### src/rtl/fifo_stream_reader.sv
// Drains the show-ahead receive port of the dual-clock fifo into a registered
// valid/ready stream, releasing words in bursts gated by fill level or idle timeout.
module fifo_stream_reader #(
    parameter int WIDTH     = 8,
    parameter int LENGTH    = 16,
    parameter int THRESHOLD = 4,
    parameter int TIMEOUT   = 8,
    localparam int UW       = $clog2(LENGTH),
    localparam int WW       = (TIMEOUT > 1) ? $clog2(TIMEOUT) : 1
) (
    input  logic             clock,
    input  logic             reset_n,
    input  logic [UW-1:0]    fifo_used,
    input  logic [WIDTH-1:0] fifo_data,
    output logic             fifo_acknowledge,
    output logic             stream_valid,
    input  logic             stream_ready,
    output logic [WIDTH-1:0] stream_data,
    output logic             draining
);

    typedef enum logic {IDLE, DRAIN} state_t;

    localparam int TO_LAST = (TIMEOUT > 0) ? TIMEOUT - 1 : 0;

    state_t           state_q, state_d;
    logic [WW-1:0]    wait_q, wait_d;
    logic [1:0]       cnt_q, cnt_d;
    logic [WIDTH-1:0] head_q, head_d;
    logic [WIDTH-1:0] spare_q, spare_d;

    logic used_nz, go, push, pop;

    assign used_nz = (fifo_used != '0);
    assign go      = (fifo_used >= UW'(THRESHOLD)) ||
                     ((TIMEOUT != 0) && (wait_q == WW'(TO_LAST)) && used_nz);

    // Acknowledge depends only on registered state and fifo_used, never on stream_ready.
    assign push             = (state_q == DRAIN) && used_nz && (cnt_q != 2'd2);
    assign pop              = stream_valid && stream_ready;
    assign fifo_acknowledge = push;
    assign stream_valid     = (cnt_q != 2'd0);
    assign stream_data      = head_q;
    assign draining         = (state_q == DRAIN);

    always_comb begin
        state_d = state_q;
        wait_d  = wait_q;
        unique case (state_q)
            IDLE: begin
                if (!used_nz) begin
                    wait_d = '0;
                end else if (go) begin
                    state_d = DRAIN;
                    wait_d  = '0;
                end else begin
                    wait_d = wait_q + 1'b1;
                end
            end
            DRAIN: begin
                wait_d = '0;
                if (!used_nz) state_d = IDLE;
            end
            default: state_d = IDLE;
        endcase
    end

    // Skid buffer: head is the presented word, spare catches the word acknowledged
    // while head is stalled.
    always_comb begin
        cnt_d   = cnt_q;
        head_d  = head_q;
        spare_d = spare_q;
        if (push && !pop) begin
            cnt_d = cnt_q + 2'd1;
            if (cnt_q == 2'd0) head_d  = fifo_data;
            else               spare_d = fifo_data;
        end else if (pop && !push) begin
            cnt_d  = cnt_q - 2'd1;
            head_d = spare_q;
        end else if (push && pop) begin
            if (cnt_q == 2'd1) begin
                head_d = fifo_data;
            end else begin
                head_d  = spare_q;
                spare_d = fifo_data;
            end
        end
    end

    always_ff @(posedge clock or negedge reset_n) begin
        if (!reset_n) begin
            state_q <= IDLE;
            wait_q  <= '0;
            cnt_q   <= 2'd0;
            head_q  <= '0;
            spare_q <= '0;
        end else begin
            state_q <= state_d;
            wait_q  <= wait_d;
            cnt_q   <= cnt_d;
            head_q  <= head_d;
            spare_q <= spare_d;
        end
    end

endmodule

### config.mk
export PLATFORM = sky130hd
export DESIGN_NAME = fifo_stream_reader
export DESIGN_NICKNAME = d
export VERILOG_FILES = /design/src/rtl/fifo_stream_reader.sv
export SDC_FILE = /design/constraint.sdc
export NUM_CORES = 1
export LEC_CHECK = 0
export CAP_MARGIN = 0
export CELL_PAD_IN_SITES_DETAIL_PLACEMENT = 1
export CELL_PAD_IN_SITES_GLOBAL_PLACEMENT = 1
export CORE_MARGIN = 3
export CORE_UTILIZATION = 41
export CTS_BUF_LIST = sky130_fd_sc_hd__clkbuf_16
export DETAILED_ROUTE_END_ITERATION = 10
export GPL_TIMING_DRIVEN = 0
export PLACE_DENSITY_LB_ADDON = 0.1
export SYNTH_ARGS = -nofsm -noshare
export SYNTH_HDL_FRONTEND = slang
export SYNTH_SLANG_ARGS = --single-unit
### constraint.sdc
create_clock -name clock -period 5.1 [get_ports clock]
set_input_delay 1.02 -clock clock [delete_from_list [all_inputs] [get_ports clock]]
set_output_delay 1.02 -clock clock [all_outputs]
set_load 0.01 [all_outputs]
==> results of run 1 <==
## per-stage QoR
step / area (um2) / worst slack (ns) / std cells
2_1_floorplan: 1160 / 2.09 / 103
3_3_place_gp: 1450 / 1.28 / 158
3_5_place_dp: 1450 / 1.27 / 158
4_1_cts: 1530 / 1.27 / 161
5_1_grt: 1530 / 1.20 / 161
6_report: 1530 / 1.28 / 161
## report_power, final
part,total [mW],switching (mW),internal (mW)
combinational,0.512,0.250,0.262
clock,0.165,0.0614,0.104
sequential,0.293,0.0401,0.253
## how the worst max path moves through the flow
stage / from / to / slack [ns] / cells after the start
floorplan: fifo_used[3] / stream_data[4] / 2.09 / 8
global placement: fifo_used[3] / fifo_acknowledge / 1.28 / 6
detailed placement: fifo_used[3] / fifo_acknowledge / 1.27 / 6
CTS: fifo_used[3] / fifo_acknowledge / 1.27 / 6
global route: fifo_used[2] / fifo_acknowledge / 1.20 / 6
finish: fifo_used[3] / fifo_acknowledge / 1.28 / 6
## registers in the layout, summed over array words and instances, names as in the netlist
name	cells
cnt_q	2
draining	1
spare_q	8
stream_data	8
wait_q	3
## area by class of cell
cell class,count,area [um2],area share (%)
multi-input cells,71,568,37.2
flip-flops and latches,22,551,36.1
repair buffers,25,250,16.4
clock buffers,3,75.1,4.92
well taps,30,37.5,2.46
plain buffers,5,26.3,1.72
inverters,5,18.8,1.23
## logic make-up (layout without fill, tap and decap cells)
family | after synthesis | in the layout
compound gates | 28 | 28
simple gates | 25 | 25
flops | 22 | 22
buf+inv | 10 | 38
mux | 9 | 9
fa+ha+maj | 8 | 8
xor+xnor | 1 | 1
## routing by layer
metal,up-vias,global-route usage (%),wire [um]
met1,442,22.1,1240
met5,-,0,0
met4,0,6.80,60
met3,6,3.27,85
met2,18,32.1,1450
li1,434,-,-
## Yosys cell counts (all sizes together)
master / instances
a211oi: 8
a21o: 2
a31oi: 8
and2: 2
and3b: 2
buf: 2
clkbuf: 3
dfrtp: 22
ha: 8
inv: 5
mux2: 8
mux2i: 1
nand2: 2
nand3: 1
nor2: 3
nor2b: 5
nor3: 1
o21ai: 10
or3b: 8
or4: 1
xor2: 1
## layout by cell type (no fill, tap or decap)
cell | Yosys | layout
sky130_fd_sc_hd__a21o_4 | 1 | 1
sky130_fd_sc_hd__and3b_1 | 2 | 2
sky130_fd_sc_hd__clkdlybuf4s50_1 | 0 | 25
sky130_fd_sc_hd__nand3_2 | 1 | 1
sky130_fd_sc_hd__or4_4 | 1 | 1
sky130_fd_sc_hd__or3b_2 | 8 | 8
sky130_fd_sc_hd__clkbuf_16 | 0 | 3
sky130_fd_sc_hd__buf_6 | 1 | 1
sky130_fd_sc_hd__nor3_1 | 1 | 1
sky130_fd_sc_hd__dfrtp_1 | 22 | 22
sky130_fd_sc_hd__nand2_1 | 2 | 2
sky130_fd_sc_hd__a21o_1 | 1 | 1
sky130_fd_sc_hd__nor2_1 | 3 | 3
sky130_fd_sc_hd__a31oi_1 | 8 | 8
sky130_fd_sc_hd__a211oi_1 | 8 | 8
sky130_fd_sc_hd__ha_1 | 8 | 8
sky130_fd_sc_hd__mux2i_1 | 1 | 1
sky130_fd_sc_hd__mux2_2 | 8 | 8
sky130_fd_sc_hd__xor2_1 | 1 | 1
sky130_fd_sc_hd__o21ai_0 | 10 | 10
sky130_fd_sc_hd__clkbuf_1 | 3 | 3
sky130_fd_sc_hd__buf_1 | 1 | 1
sky130_fd_sc_hd__inv_1 | 5 | 5
sky130_fd_sc_hd__nor2b_1 | 5 | 5
sky130_fd_sc_hd__and2_1 | 2 | 2
==> out/metrics.cfg, run 1 <==
[cells_and_area]
area_growth_syn_to_layout_pct=31.2
drive_above_1_share_pct=17.6
finalNetCount=156
insertedDiodeCount=0
final_util_pct=58.9
fill_cells=275

[clock_network]
postCtsSetupBuffers=0
clk_pin_slew_worst_paths_ns=0.06
cts_tree=yes
cts_resized=0
worstSkewPairLatency_ns=0.25
cts_hold_repair.buffers=0
cts_inserted_buffers=3
max_root_sink_buffers=2
clock_sink_count=22
cts_root_buf=sky130_fd_sc_hd__clkbuf_16
cts_htree_levels=1

[min_path]
hold_path_startpoint=wait_q[0]
timing.hold.worst_path_depth=1
whs_endpoint=wait_q[0]
hold_crit_class=flop to flop

[power]
p_leak_nw=0.659
power_mw=0.970
power.density_nw_per_um2=636
peakVddDrop_uv=355

[placement]
post_detailed_placement_half_perimeter_wirelength_um=2030
gp_congestion=0.729
port_bufs=25

[timing]
timing.max_slew.rel_slack_pct=32.0
grt_setup_unrepaired=false
fin_skew_ns=0.00310
worst_slew_pin_slew_ns=1.02
final_period_minus_worst_setup_slack_ns=3.82
hold_viol=0
final.setup.tns_ns=0
timing.fmax_mhz=262
number_of_max_slew_violations_in_the_final_report=0
final.hold.worst_slack_ns=0.438
setup_viol=0
min_period_over_period_pct=74.9

[synthesis]
synth_nets=126
synth.avg_cell_area_um2=11.3
synth_area_um2=1160
synth-compound-area-share_pct=15.7
synthMuxAreaShare_pct=8.60
synth_simple_gate_area_share_pct=15.2
synth_area_leader_cell=sky130_fd_sc_hd__dfrtp_1
synth_top_area_share_pct=47.3
number_of_register_bits_inferred_by_synthesis=22
synth_xor_xnor_area_share_pct=0.753
synth_top_family_by_area=compound AO/OA/AOI/OAI gates
yosys.area_share.adder_pct=8.60
number_of_warnings_printed_during_yosys_synthesis=0
synth_top_cells_by_area=sky130_fd_sc_hd__dfrtp_1 (47%), sky130_fd_sc_hd__ha_1 (8.6%), sky130_fd_sc_hd__mux2_2 (7.7%)
post_synth_num_cell_types=23
synthesis.instances=103
ys_seq_area_share_pct=47.3

[drt]
routed_wire_length_per_instance_um=17.6
ant_nets=0
viasPerCell=5.59
vias=900
drcViolationCount=0
drtPass1Iterations=3
wl_um=2830
drt-initial-drc-count=19

[critical_path]
crit_chain=clkdlybuf4s50_1, or4_4, buf_6, nand2_1, inv_1, clkdlybuf4s50_1
worst_ep_arrival_time_ns=2.80
worst-path-buf-inv=4
critical_path_required_ns=4.08
crit_path_max_incr_delay_ns=0.55
critical-path-top-cell-by-count=sky130_fd_sc_hd__clkdlybuf4s50_1
ff2ff_setup_slack_ns=2.27
cp_slowest_cell=sky130_fd_sc_hd__or4_4
critPathCaptureType=output pin
setup.worst_path.class=primary input to output pin
critical_path.top_delay_family=buffers and inverters
start_kind=primary input
r2r_cells=9
rr_endpoint=stream_data[4]
rr_startpoint=cnt_q[0]
crit_path_max_fanout=10

[floorplan]
initial_utilization_pct=44.9
placementRows=18
die_width_um=59.3
placeableCoreArea_um2=2590
die_area_um2=3510
die-height_um=59.3
floorplan.io_pins=26

[run_status]
outcome=completed

[grt]
antenna_found_initial=0
grt_first_pass_wirelength_um=4710
grt_pass1_vias=982
grt_overflow=0
grt.total_usage_pct=18.3
grt_start_max_net_pins=23

[run]
max-cap-violations=0

(Power assumes the default switching activity.)
==> run 2: changes to the inputs <==
- CORE_UTILIZATION: 41 -> 38
- clock period: 5.1 -> 3.95 ns (I/O delays scaled with it)
==> run 2 against run 1 <==
Against the previous run: non-clock buffer count is the same; sequential share of layout area shrank 0.72 points; highest routed layer unchanged; critical endpoint unchanged; worst setup slack lost 0.72 ns.
==> out/metrics.cfg, run 2 (synthesized netlist as in run 1, its figures left out) <==
[clock_network]
cts_resized=0
cts_htree_levels=1
cts_root_buf=sky130_fd_sc_hd__clkbuf_16
cts_inserted_buffers=3
cts_hold_repair.buffers=0
worstSkewPairLatency_ns=0.26
clock_sink_count=22
cts_tree=yes
clk_pin_slew_worst_paths_ns=0.06
postCtsSetupBuffers=0
max_root_sink_buffers=2

[timing]
grt_setup_unrepaired=false
setup_viol=0
number_of_max_slew_violations_in_the_final_report=0
timing.max_slew.rel_slack_pct=32.0
final.setup.tns_ns=0
min_period_over_period_pct=85.8
timing.fmax_mhz=295
worst_slew_pin_slew_ns=1.02
final.hold.worst_slack_ns=0.442
hold_viol=0
fin_skew_ns=0.00487
final_period_minus_worst_setup_slack_ns=3.39
postLayoutSetupSlackWorst_ns=0.559

[drt]
vias=899
viasPerCell=5.52
ant_nets=0
drt-initial-drc-count=36
wirelength_met1_um=1200
highest-signal-layer=met4
wl_um=3020
detailroute.wirelength.met2_um=1670
dr_wl_met3_um=89
routed_wire_length_per_instance_um=18.5
drtPass1Iterations=3
drcViolationCount=0

[critical_path]
start_kind=primary input
worst_ep_arrival_time_ns=2.60
critical_path_required_ns=3.16
crit_path_max_fanout=10
setup.worst_path.class=primary input to output pin
r2r_cells=9
critPathCaptureType=output pin

[floorplan]
placeableCoreArea_um2=2830
placementRows=19
die_width_um=61.3
initial_utilization_pct=41.1
die-height_um=61.3
die_area_um2=3760
floorplan.io_pins=26

[power]
p_leak_nw=0.673
power_mw=1.34
peakVddDrop_uv=349
power.density_nw_per_um2=858

[placement]
dp_worst_setup_slack_ns=0.508
dpl_cell_area_um2=1450
post_detailed_placement_half_perimeter_wirelength_um=2100
port_bufs=25
place.detailed.instances=159
gp_congestion=0.774

[cells_and_area]
finalNetCount=156
final_common_cell=sky130_fd_sc_hd__clkdlybuf4s50_1
insertedDiodeCount=0
area_growth_syn_to_layout_pct=33.9
commonest_non_fill_non_tap_cells_in_the_layout=sky130_fd_sc_hd__clkdlybuf4s50_1 (25), sky130_fd_sc_hd__dfrtp_1 (22), sky130_fd_sc_hd__o21ai_0 (10)
sequential_cell_area_um2=551
drive_above_1_share_pct=18.2
final_util_pct=55.1
fill_cells=312
multi_input_gate_area_um2=568
final_non_filler_cell_total=163
postLayoutCellArea_um2=1560

[grt]
grt_pass1_vias=975
antenna_found_initial=0
grt.total_usage_pct=17.7
grt_overflow=0
grt_first_pass_wirelength_um=4640
grt_start_max_net_pins=23

[min_path]
hold_crit_class=flop to flop
timing.hold.worst_path_depth=1

[run]
max-cap-violations=0

[run_status]
outcome=completed

-- run 2: cell type report --
type                    count  share of cell area [%]
clock inverters             1                    1.93
inverters                   5                    1.20
clock buffers               3                    4.82
multi-input cells          71                    36.5
plain buffers               5                    1.69
repair buffers             25                    16.1
flip-flops and latches     22                    35.3
well taps                  31                    2.49
-- run 2: path summary, 6_finish.rpt --
check | from | end | slack, ns
worst min-delay path | wait_q[0] | wait_q[0] | 0.44
max in group asynchronous | reset_n | spare_q[6] | 2.24
worst min register to register | wait_q[0] | wait_q[0] | 0.44
min in group asynchronous | reset_n | cnt_q[1] | 1.09
worst max register to register | cnt_q[0] | stream_data[4] | 1.10
worst max-delay path | fifo_used[3] | fifo_acknowledge | 0.56
-- run 2: worst max-delay path: stages --
cell and delay [ns]:
sky130_fd_sc_hd__clkdlybuf4s50_1 0.42, sky130_fd_sc_hd__or4_4 0.56, sky130_fd_sc_hd__buf_6 0.17, sky130_fd_sc_hd__nand2_1 0.09
sky130_fd_sc_hd__inv_1 0.08, sky130_fd_sc_hd__clkdlybuf4s50_1 0.48
-- run 2: report_power, final --
| group | leakage (nW) | switching [mW] | internal (mW) |
|---|---|---|---|
| logic | 0.362 | 0.334 | 0.338 |
| registers | 0.260 | 0.0547 | 0.327 |
| clock network | 0.0511 | 0.0814 | 0.201 |
-- run 2: routing by layer --
metal,track usage [%],up-vias
li1,-,430
met2,32.8,17
met1,19.6,445
met4,7.88,0
met3,3.14,7
met5,0,-
